$ cat src/rtl/ro_freq_meter.sv
// Ring-oscillator frequency meter: counts synchronized RO rising edges in a clk gate.
// Define RO_FREQ_AVG_EN to average four back-to-back passes per start.
module ro_freq_meter #(
    parameter int SETTLE_CYCLES = 4,
    parameter int GATE_CYCLES   = 16,
    parameter int CNT_W         = 8
) (
    input  logic             clk,
    input  logic             rst,
    input  logic             start,
    input  logic             abort,
    input  logic             ro_clk_in,
    output logic             ro_en,
    output logic             busy,
    output logic             done,
    output logic [CNT_W-1:0] count,
    output logic             overflow
);

    localparam int TMAX = (SETTLE_CYCLES > GATE_CYCLES) ?
                          SETTLE_CYCLES : GATE_CYCLES;
    localparam int TW   = (TMAX < 2) ? 1 : $clog2(TMAX);

    localparam logic [TW-1:0]    SETTLE_LAST = TW'(SETTLE_CYCLES - 1);
    localparam logic [TW-1:0]    GATE_LAST   = TW'(GATE_CYCLES - 1);
    localparam logic [CNT_W-1:0] CNT_MAX     = '1;

    typedef enum logic [1:0] {
        IDLE    = 2'd0,
        SETTLE  = 2'd1,
        MEASURE = 2'd2,
        DONE    = 2'd3
    } state_t;

    state_t state;
    state_t state_nx;

    logic [TW-1:0]    tmr;
    logic             settle_end;
    logic             gate_end;
    logic             last_pass;
    logic             meas_entry;
    logic             done_entry;
    logic             ro_en_nx;

    logic             sync1;
    logic             sync2;
    logic             hist;
    logic             rise;

    logic [CNT_W-1:0] wcnt;
    logic [CNT_W-1:0] wcnt_nx;
    logic             wovf;
    logic             wovf_nx;

    // State register
    always_ff @(posedge clk or posedge rst) begin
        if (rst) begin
            state <= IDLE;
        end else begin
            state <= state_nx;
        end
    end

    // Next-state logic; abort wins over any phase-end transition
    always_comb begin
        state_nx = state;
        unique case (state)
            IDLE: begin
                if (start) begin
                    state_nx = SETTLE;
                end
            end
            SETTLE: begin
                if (abort) begin
                    state_nx = IDLE;
                end else if (settle_end) begin
                    state_nx = MEASURE;
                end
            end
            MEASURE: begin
                if (abort) begin
                    state_nx = IDLE;
                end else if (gate_end) begin
                    state_nx = last_pass ? DONE : SETTLE;
                end
            end
            DONE: begin
                state_nx = IDLE;
            end
            default: begin
                state_nx = IDLE;
            end
        endcase
    end

    // Output decode
    always_comb begin
        busy     = (state != IDLE);
        done     = (state == DONE);
        ro_en_nx = (state_nx == SETTLE) || (state_nx == MEASURE);
    end

    always_ff @(posedge clk or posedge rst) begin
        if (rst) begin
            ro_en <= 1'b0;
        end else begin
            ro_en <= ro_en_nx;
        end
    end

    // Phase timer restarts on every state change
    always_ff @(posedge clk or posedge rst) begin
        if (rst) begin
            tmr <= '0;
        end else if (state_nx != state) begin
            tmr <= '0;
        end else if ((state == SETTLE) || (state == MEASURE)) begin
            tmr <= tmr + 1'b1;
        end
    end

    assign settle_end = (state == SETTLE)  && (tmr == SETTLE_LAST);
    assign gate_end   = (state == MEASURE) && (tmr == GATE_LAST);
    assign meas_entry = (state_nx == MEASURE) && (state != MEASURE);
    assign done_entry = (state_nx == DONE) && (state != DONE);

    // ro_clk_in is asynchronous: two sync flops plus history for edge detect
    always_ff @(posedge clk or posedge rst) begin
        if (rst) begin
            sync1 <= 1'b0;
            sync2 <= 1'b0;
            hist  <= 1'b0;
        end else begin
            sync1 <= ro_clk_in;
            sync2 <= sync1;
            hist  <= sync2;
        end
    end

    assign rise = sync2 & ~hist;

    always_comb begin
        wcnt_nx = wcnt;
        wovf_nx = wovf;
        if ((state == MEASURE) && rise) begin
            if (wcnt == CNT_MAX) begin
                wovf_nx = 1'b1;
            end else begin
                wcnt_nx = wcnt + 1'b1;
            end
        end
    end

    always_ff @(posedge clk or posedge rst) begin
        if (rst) begin
            wcnt <= '0;
            wovf <= 1'b0;
        end else if (meas_entry) begin
            wcnt <= '0;
            wovf <= 1'b0;
        end else begin
            wcnt <= wcnt_nx;
            wovf <= wovf_nx;
        end
    end

`ifdef RO_FREQ_AVG_EN

    logic [1:0]       pass;
    logic [CNT_W+1:0] sum;
    logic [CNT_W+1:0] sum_add;
    logic             ovf_acc;
    logic             pass_end;
    logic             run_entry;

    assign last_pass = (pass == 2'd3);
    assign pass_end  = gate_end && !abort;
    assign run_entry = (state == IDLE) && (state_nx == SETTLE);
    assign sum_add   = sum + {2'b00, wcnt_nx};

    always_ff @(posedge clk or posedge rst) begin
        if (rst) begin
            pass    <= '0;
            sum     <= '0;
            ovf_acc <= 1'b0;
        end else if (run_entry) begin
            pass    <= '0;
            sum     <= '0;
            ovf_acc <= 1'b0;
        end else if (pass_end) begin
            pass    <= pass + 1'b1;
            sum     <= sum_add;
            ovf_acc <= ovf_acc | wovf_nx;
        end
    end

    // Divide the four-pass sum by four on publish
    always_ff @(posedge clk or posedge rst) begin
        if (rst) begin
            count    <= '0;
            overflow <= 1'b0;
        end else if (done_entry) begin
            count    <= CNT_W'(sum_add >> 2);
            overflow <= ovf_acc | wovf_nx;
        end
    end

`else

    assign last_pass = 1'b1;

    // Include any edge seen on the final gate cycle
    always_ff @(posedge clk or posedge rst) begin
        if (rst) begin
            count    <= '0;
            overflow <= 1'b0;
        end else if (done_entry) begin
            count    <= wcnt_nx;
            overflow <= wovf_nx;
        end
    end

`endif

endmodule

$ cat config.mk
export PLATFORM = sky130hd
export DESIGN_NAME = ro_freq_meter
export DESIGN_NICKNAME = d
export VERILOG_FILES = /design/src/rtl/ro_freq_meter.sv
export SDC_FILE = /design/constraint.sdc
export NUM_CORES = 1
export LEC_CHECK = 0
export ABC_AREA = 1
export CORE_ASPECT_RATIO = 0.9
export CORE_MARGIN = 4
export CORE_UTILIZATION = 54
export CTS_CLUSTER_DIAMETER = 30
export DETAILED_ROUTE_END_ITERATION = 12
export HOLD_SLACK_MARGIN = 0.15
export MAX_ROUTING_LAYER = met4
export PLACE_DENSITY = 0.77
export SLEW_MARGIN = 15
export SYNTH_ARGS = -nofsm -noshare
export SYNTH_HDL_FRONTEND = slang
export SYNTH_SLANG_ARGS = --single-unit
$ cat constraint.sdc
create_clock -name clk -period 3.2 [get_ports clk]
set_input_delay 0.64 -clock clk [delete_from_list [all_inputs] [get_ports clk]]
set_output_delay 0.64 -clock clk [all_outputs]
set_load 0.005 [all_outputs]
==> flow_summary.toml, run 1 <==
[grt]
grt_util_met3 = 0.0571
grt_pass1_wl_um = 5070
grt_pass1_vias = 1129
use_met2 = 0.289
overflow = 0
grt_util_met1 = 0.232
grt_busiest_layer = "met2"
antenna_found_initial = 0
grt_max_degree = 25
grt_usage = 0.189

[clock_tree]
htree_num_levels = 1
clock_sinks = 28
postCtsSetupBuffers = 0
cts_tree = "built"
clkTransAtPathRegs_ns = 0.14
clock_path_buffers = 2
cts_resized = 0
clk_latency_ns = 0.34
hold_buffers = 0
cts_buffers = 3
clockRootBuffer = "clkbuf_4"

[finish]
areaGrowthSynthToFinish_pct = 18.4
drive_above_1_share = 0.0947
fin_cells = 218
layout.nets = 205
fillerInstances = 212
post-route-cell-area_um2 = 1710
antenna_cells = 0

[placed_design]
dpl.cell_count = 214
post_dp_cell_area_um2 = 1660
io_buffers = 16
dp_slack_ns = 0.411
gp_congestion = 0.944
hpwl_um = 2100

[die]
die_x_um = 62.5
fp.coreArea_um2 = 2510
fp.dieH_um = 57.0
pin_count = 17
rows = 17
start_util = 0.575
design.die.area_um2 = 3560

[critical_path]
crit_type = "reg -> reg"
cp_slowest_cell = "dfrtp_1"
crit_required_ns = 3.48
crit_chain = "inv_1 -> ha_1 -> inv_1 -> or2_2 -> o21ai_0 -> inv_1 -> ha_1 -> inv_1 -> nor2_1 -> buf_4 -> inv_1 -> nand2_1 -> o21ai_1"
cp_max_fo = 13
critPathTopFamily = "buffers and inverters"
critPathCaptureType = "flop"
cp_slowest_stage_delay_ns = 0.46
reg2reg_to = "count[3]$_DFFE_PP0P_"
cp_num_buf_inv = 6
worst_ep_arrival_time_ns = 2.89
r2r_cells = 13
crit_top_cell = "inv_1"
worstSetupStartpointType = "flop"
ff2ff_setup_slack_ns = 0.59
crit-reg2reg-launch = "state[1]$_DFF_PP0_"

[power_and_ir_drop]
p_leak_nw = 0.891
powerDensity_nw_per_um2 = 774
total_power_mw = 1.32
vdd_ir_drop_max_mv = 0.375

[synthesis]
syn_avg_cell_area_um2 = 8.59
ys_ff_latch = 28
syn_inst = 168
synthDistinctLibCells = 23
ys_warn_count = 0
syn_nets = 182
syn_area_um2 = 1440
yosysSeqAreaShare = 0.486

[flow_run]
maxCapViolations = 0

[worst_hold_path]
whs_path_depth = 0
min_to = "sync2$_DFF_PP0_"
hold_class = "reg -> reg"
hp-start = "sync1$_DFF_PP0_"

[sta]
finalHoldViolations = 0
fmax_mhz = 383
slew_headroom = 0.730
fin_ws_ns = 0.591
clock_skew_ns = 0.00104
fin_crit_ns = 2.61
finalCritPeriodShare = 0.815
finalSetupViolations = 0
slew_violations = 0
rsz0062_at_grt = "no"
setup_tns_ns = 0
tightest_slew_ns = 0.401

[status]
run_status = "finished clean"

[detailed_routing]
wirelength_um = 2760
ant_nets = 0
vias_per_cell = 5.06
dr.pass1.iters = 4
avgRoutedWirePerCell_um = 12.7
drt_iter0_drc = 45
vias = 1102
drc = 0
[per-layer routing]
metal | vias up | part of all wire
met3 | 6 | 0.038
met2 | 21 | 0.44
met1 | 503 | 0.49
met5 | - | 0
met4 | 0 | 0.025
li1 | 572 | -
[sequential cells by signal, indices dropped and copies added, names as in the netlist]
signal,flops
count,8
hist,1
overflow,1
ro_en,1
state,2
sync1,1
sync2,1
tmr,4
wcnt,8
wovf,1
[cell type report]
cell class	instances	area (um^2)	area share
Clock buffer	3	22.5	0.0132
Clock inverter	1	30.0	0.0176
Inverter	25	93.8	0.0549
Multi-Input combinational cell	114	643	0.377
Sequential cell	28	701	0.410
Tap cell	28	35.0	0.0205
Timing Repair Buffer	19	183	0.107
[where the power goes]
part	internal, mW	switching [mW]	leakage [nW]
clock	0.127	0.105	0.0279
combinational	0.249	0.267	0.515
sequential	0.475	0.0988	0.349
total	0.851	0.471	0.891
[cell families (layout without fill, tap and decap cells)]
| logic type | count (synthesis) | count (layout) | share of synthesized area |
|---|---|---|---|
| AOI/OAI and AO/OA | 16 | 16 | 0.0564 |
| xor gates and xnor gates | 7 | 7 | 0.0425 |
| adders and majority gates | 9 | 9 | 0.0781 |
| buffers and inverters | 26 | 48 | 0.0685 |
| DFF | 28 | 28 | 0.486 |
| muxes | 1 | 1 | 0.00694 |
| and+or+nand+nor | 81 | 81 | 0.262 |
[through the flow]
stage / utilization / hold WS, ns
3_5_place_dp: 0.660 / 0.335
2_1_floorplan: - / 0.331
5_1_grt: 0.680 / 0.380
4_1_cts: 0.680 / 0.369
6_report: 0.680 / 0.366
3_3_place_gp: 0.660 / 0.336
[cells in the final DEF, fill, tap and decap left out]
cell / count
nand2_1: 41
dfrtp_1: 28
inv_1: 23
nor2_1: 16
clkdlybuf4s50_1: 16
nand3_1: 10
ha_1: 9
o21ai_1: 8
xor2_1: 5
o21ai_0: 5
nand2_2: 4
nand4_1: 4
clkbuf_4: 3
buf_4: 3
inv_2: 2
a21oi_1: 2
xnor2_1: 2
nor2_4: 1
nand3_2: 1
nor2_8: 1
or2_2: 1
nor3_2: 1
and2_1: 1
mux2i_1: 1
a31oi_1: 1
bufinv_16: 1
[synthesized netlist by cell type]
cell type | number | share of area
a31oi_1 | 1 | 0.0043
inv_2 | 2 | 0.0052
a21oi_1 | 2 | 0.0069
ha_1 | 9 | 0.078
xor2_1 | 5 | 0.030
nor3_2 | 1 | 0.0069
or2_2 | 1 | 0.0043
nand2_2 | 4 | 0.017
nand2_1 | 41 | 0.11
nor2_1 | 16 | 0.042
mux2i_1 | 1 | 0.0069
dfrtp_1 | 28 | 0.49
nand3_2 | 1 | 0.0069
nor2_4 | 1 | 0.0078
nand3_1 | 10 | 0.035
buf_2 | 1 | 0.0035
xnor2_1 | 2 | 0.012
nor2_8 | 1 | 0.014
inv_1 | 23 | 0.060
o21ai_1 | 8 | 0.028
and2_1 | 1 | 0.0043
o21ai_0 | 5 | 0.017
nand4_1 | 4 | 0.017
[worst max-delay path by stage]
stage | start | endpoint | slack, ns | cells past startpoint
finish | state[1]$_DFF_PP0_ | count[3]$_DFFE_PP0P_ | 0.59 | 13
floorplan | state[0]$_DFF_PP0_ | count[1]$_DFFE_PP0P_ | 0.94 | 12
CTS | state[1]$_DFF_PP0_ | count[4]$_DFFE_PP0P_ | 0.57 | 13
global placement | start | count[4]$_DFFE_PP0P_ | 0.62 | 10
global route | state[1]$_DFF_PP0_ | count[4]$_DFFE_PP0P_ | 0.38 | 13
detailed placement | start | count[6]$_DFFE_PP0P_ | 0.41 | 10
[worst register-to-register path, cell delays in order, from the launching register on]
cell and delay, ns:
dfrtp_1 0.46, inv_1 0.18, ha_1 0.20, inv_1 0.07
or2_2 0.31, o21ai_0 0.27, inv_1 0.13, ha_1 0.20
inv_1 0.06, nor2_1 0.04, buf_4 0.15, inv_1 0.30
nand2_1 0.10, o21ai_1 0.09
No activity file was read; power rests on OpenSTA's default activity.
==> run 2: changes to the inputs <==
Settings changed: CORE_UTILIZATION 54 to 49, PLACE_DENSITY 0.77 to 0.74.
Clock period 3.2 ns to 2.32 ns, I/O delays scaled along.
==> run 2 against run 1 <==
  * Non-clock buffer count grew 3
  * Total power grew 41%
  * Combinational power increased by 47%
  * Critical endpoint is now overflow$_DFFE_PP0P_
  * Setup slack worse by 0.44 ns
  * Hold slack better by 0.011 ns
  * Critical path type unchanged
  * Via count grew 2.5%
  * First-iteration DRC count shrank 18%
  * Fmax rose by 20%
  * Clock skew up 0.016 ns
  * Clock power rose by 37%
==> flow_summary.toml, run 2 (synthesis gave the netlist of run 1 again) <==
[status]
run_status = "finished clean"

[die]
design.die.area_um2 = 3880
pin_count = 17
rows = 18
fp.coreArea_um2 = 2790
die_x_um = 65.2
start_util = 0.517
fp.dieH_um = 59.5

[grt]
antenna_found_initial = 0
overflow = 0
grt_usage = 0.176
grt_max_degree = 29
grt_pass1_wl_um = 5090
grt_pass1_vias = 1157

[power_and_ir_drop]
vdd_ir_drop_max_mv = 0.578
p_leak_nw = 0.902
powerDensity_nw_per_um2 = 1060

[clock_tree]
clockRootBuffer = "clkbuf_4"
postCtsSetupBuffers = 0
clk_latency_ns = 0.34
clkTransAtPathRegs_ns = 0.16
cts_buffers = 3
clock_sinks = 28
htree_num_levels = 1
clock_path_buffers = 2
hold_buffers = 0
cts_tree = "built"

[sta]
fin_ws_ns = 0.153
finalSetupViolations = 0
tightest_slew_ns = 0.352
fmax_mhz = 462
finalHoldViolations = 0
fin_hold_ws_ns = 0.378
finalCritPeriodShare = 0.934
fin_crit_ns = 2.17
clock_skew_ns = 0.0166
rsz0062_at_grt = "no"
slew_violations = 0
slew_headroom = 0.765

[detailed_routing]
dr.pass1.iters = 4
drt_iter0_drc = 37
ant_nets = 0
avgRoutedWirePerCell_um = 12.3
drc = 0
vias_per_cell = 4.85
vias = 1130
wirelength_um = 2860

[placed_design]
dpl.cell_count = 229
dp_slack_ns = -0.127
post_dp_cell_area_um2 = 1690
io_buffers = 16
gp_congestion = 1.01
hpwl_um = 2130

[critical_path]
ff2ff_setup_slack_ns = 0.15
critPathCaptureType = "flop"
crit_type = "reg -> reg"
cp_max_fo = 13
crit_required_ns = 2.54
worst_ep_arrival_time_ns = 2.38
worstSetupStartpointType = "flop"

[finish]
antenna_cells = 0
reg.largest.list = "count (8), wcnt (8), tmr (4)"
post-route-cell-area_um2 = 1760
final_cell_mix = "nand2_1, dfrtp_1, inv_1, nor2_1, clkdlybuf4s50_1"
areaGrowthSynthToFinish_pct = 21.9
layout.nets = 208
final_common_cell = "nand2_1"
fin_cells = 233
drive_above_1_share = 0.130

[worst_hold_path]
hold_class = "reg -> reg"

[flow_run]
maxCapViolations = 0
==> run 2: cell count changes in the layout (fill, tap and decap cells not counted) <==
| cell | previous run | this run |
|---|---|---|
| buf_4 | 3 | 6 |
| inv_1 | 23 | 21 |
| inv_2 | 2 | 4 |
| dfrtp_1 | 28 | 27 |
| dfrtp_2 | 0 | 1 |
| ha_1 | 9 | 8 |
| ha_4 | 0 | 1 |
| o21ai_0 | 5 | 4 |
| o21ai_1 | 8 | 9 |
==> run 2: repair_timing <==
item	CTS	global route
gates cloned	0	0
setup endpoints to repair	8	15
resized for setup	1	5
hold endpoints to repair	0	0
==> run 2: area by class of cell <==
cell class / count / area [um^2]
Fill cell: 259 / 1030
Multi-Input combinational cell: 114 / 656
Clock buffer: 3 / 22.5
Sequential cell: 28 / 702
Timing Repair Buffer: 22 / 205
Inverter: 25 / 93.8
Tap cell: 40 / 50.0
Clock inverter: 1 / 30.0
==> run 2: worst max-delay path: stages (launching register included) <==
cell and delay [ns]:
dfrtp_1 0.42, inv_2 0.13, ha_1 0.18, inv_1 0.06, or2_2 0.32, o21ai_0 0.25
ha_1 0.19, inv_1 0.04, nor2_1 0.15, inv_2 0.14, nand2_1 0.09, o21ai_1 0.07
==> run 2: path summary, 6_finish.rpt <==
kind                                        end  depth (start not counted)               start
setup / recovery           overflow$_DFFE_PP0P_                         11  state[0]$_DFF_PP0_
max in group asynchronous    state[1]$_DFF_PP0_                          3                 rst
setup reg to reg           overflow$_DFFE_PP0P_                         11  state[0]$_DFF_PP0_
min in group asynchronous  count[1]$_DFFE_PP0P_                          3                 rst
hold / removal                  sync2$_DFF_PP0_                          0     sync1$_DFF_PP0_
hold reg to reg                 sync2$_DFF_PP0_                          0     sync1$_DFF_PP0_
==> run 2: metal layers <==
layer | track usage | share of wire | up-vias
li1 | - | - | 575
met1 | 0.222 | 0.47 | 532
met2 | 0.302 | 0.49 | 18
met3 | 0.0247 | 0.029 | 5
met4 | 0.0444 | 0.011 | 0
met5 | - | 0 | -
==> run 2: where the power goes <==
group          switching (mW)  internal [mW]  leakage, nW
clock                   0.143          0.175       0.0279
sequential              0.136          0.655        0.347
combinational           0.396          0.361        0.527
==> run 2: per-stage QoR <==
stage | power [mW] | TNS [ns] | utilization
6_report | 1.87 | 0 | 0.630
5_1_grt | 2.01 | 0 | 0.630
4_1_cts | 1.87 | 0 | 0.625
3_5_place_dp | 1.54 | -0.776 | 0.606
3_3_place_gp | 1.49 | -0.0975 | 0.606
2_1_floorplan | 1.22 | 0 | -
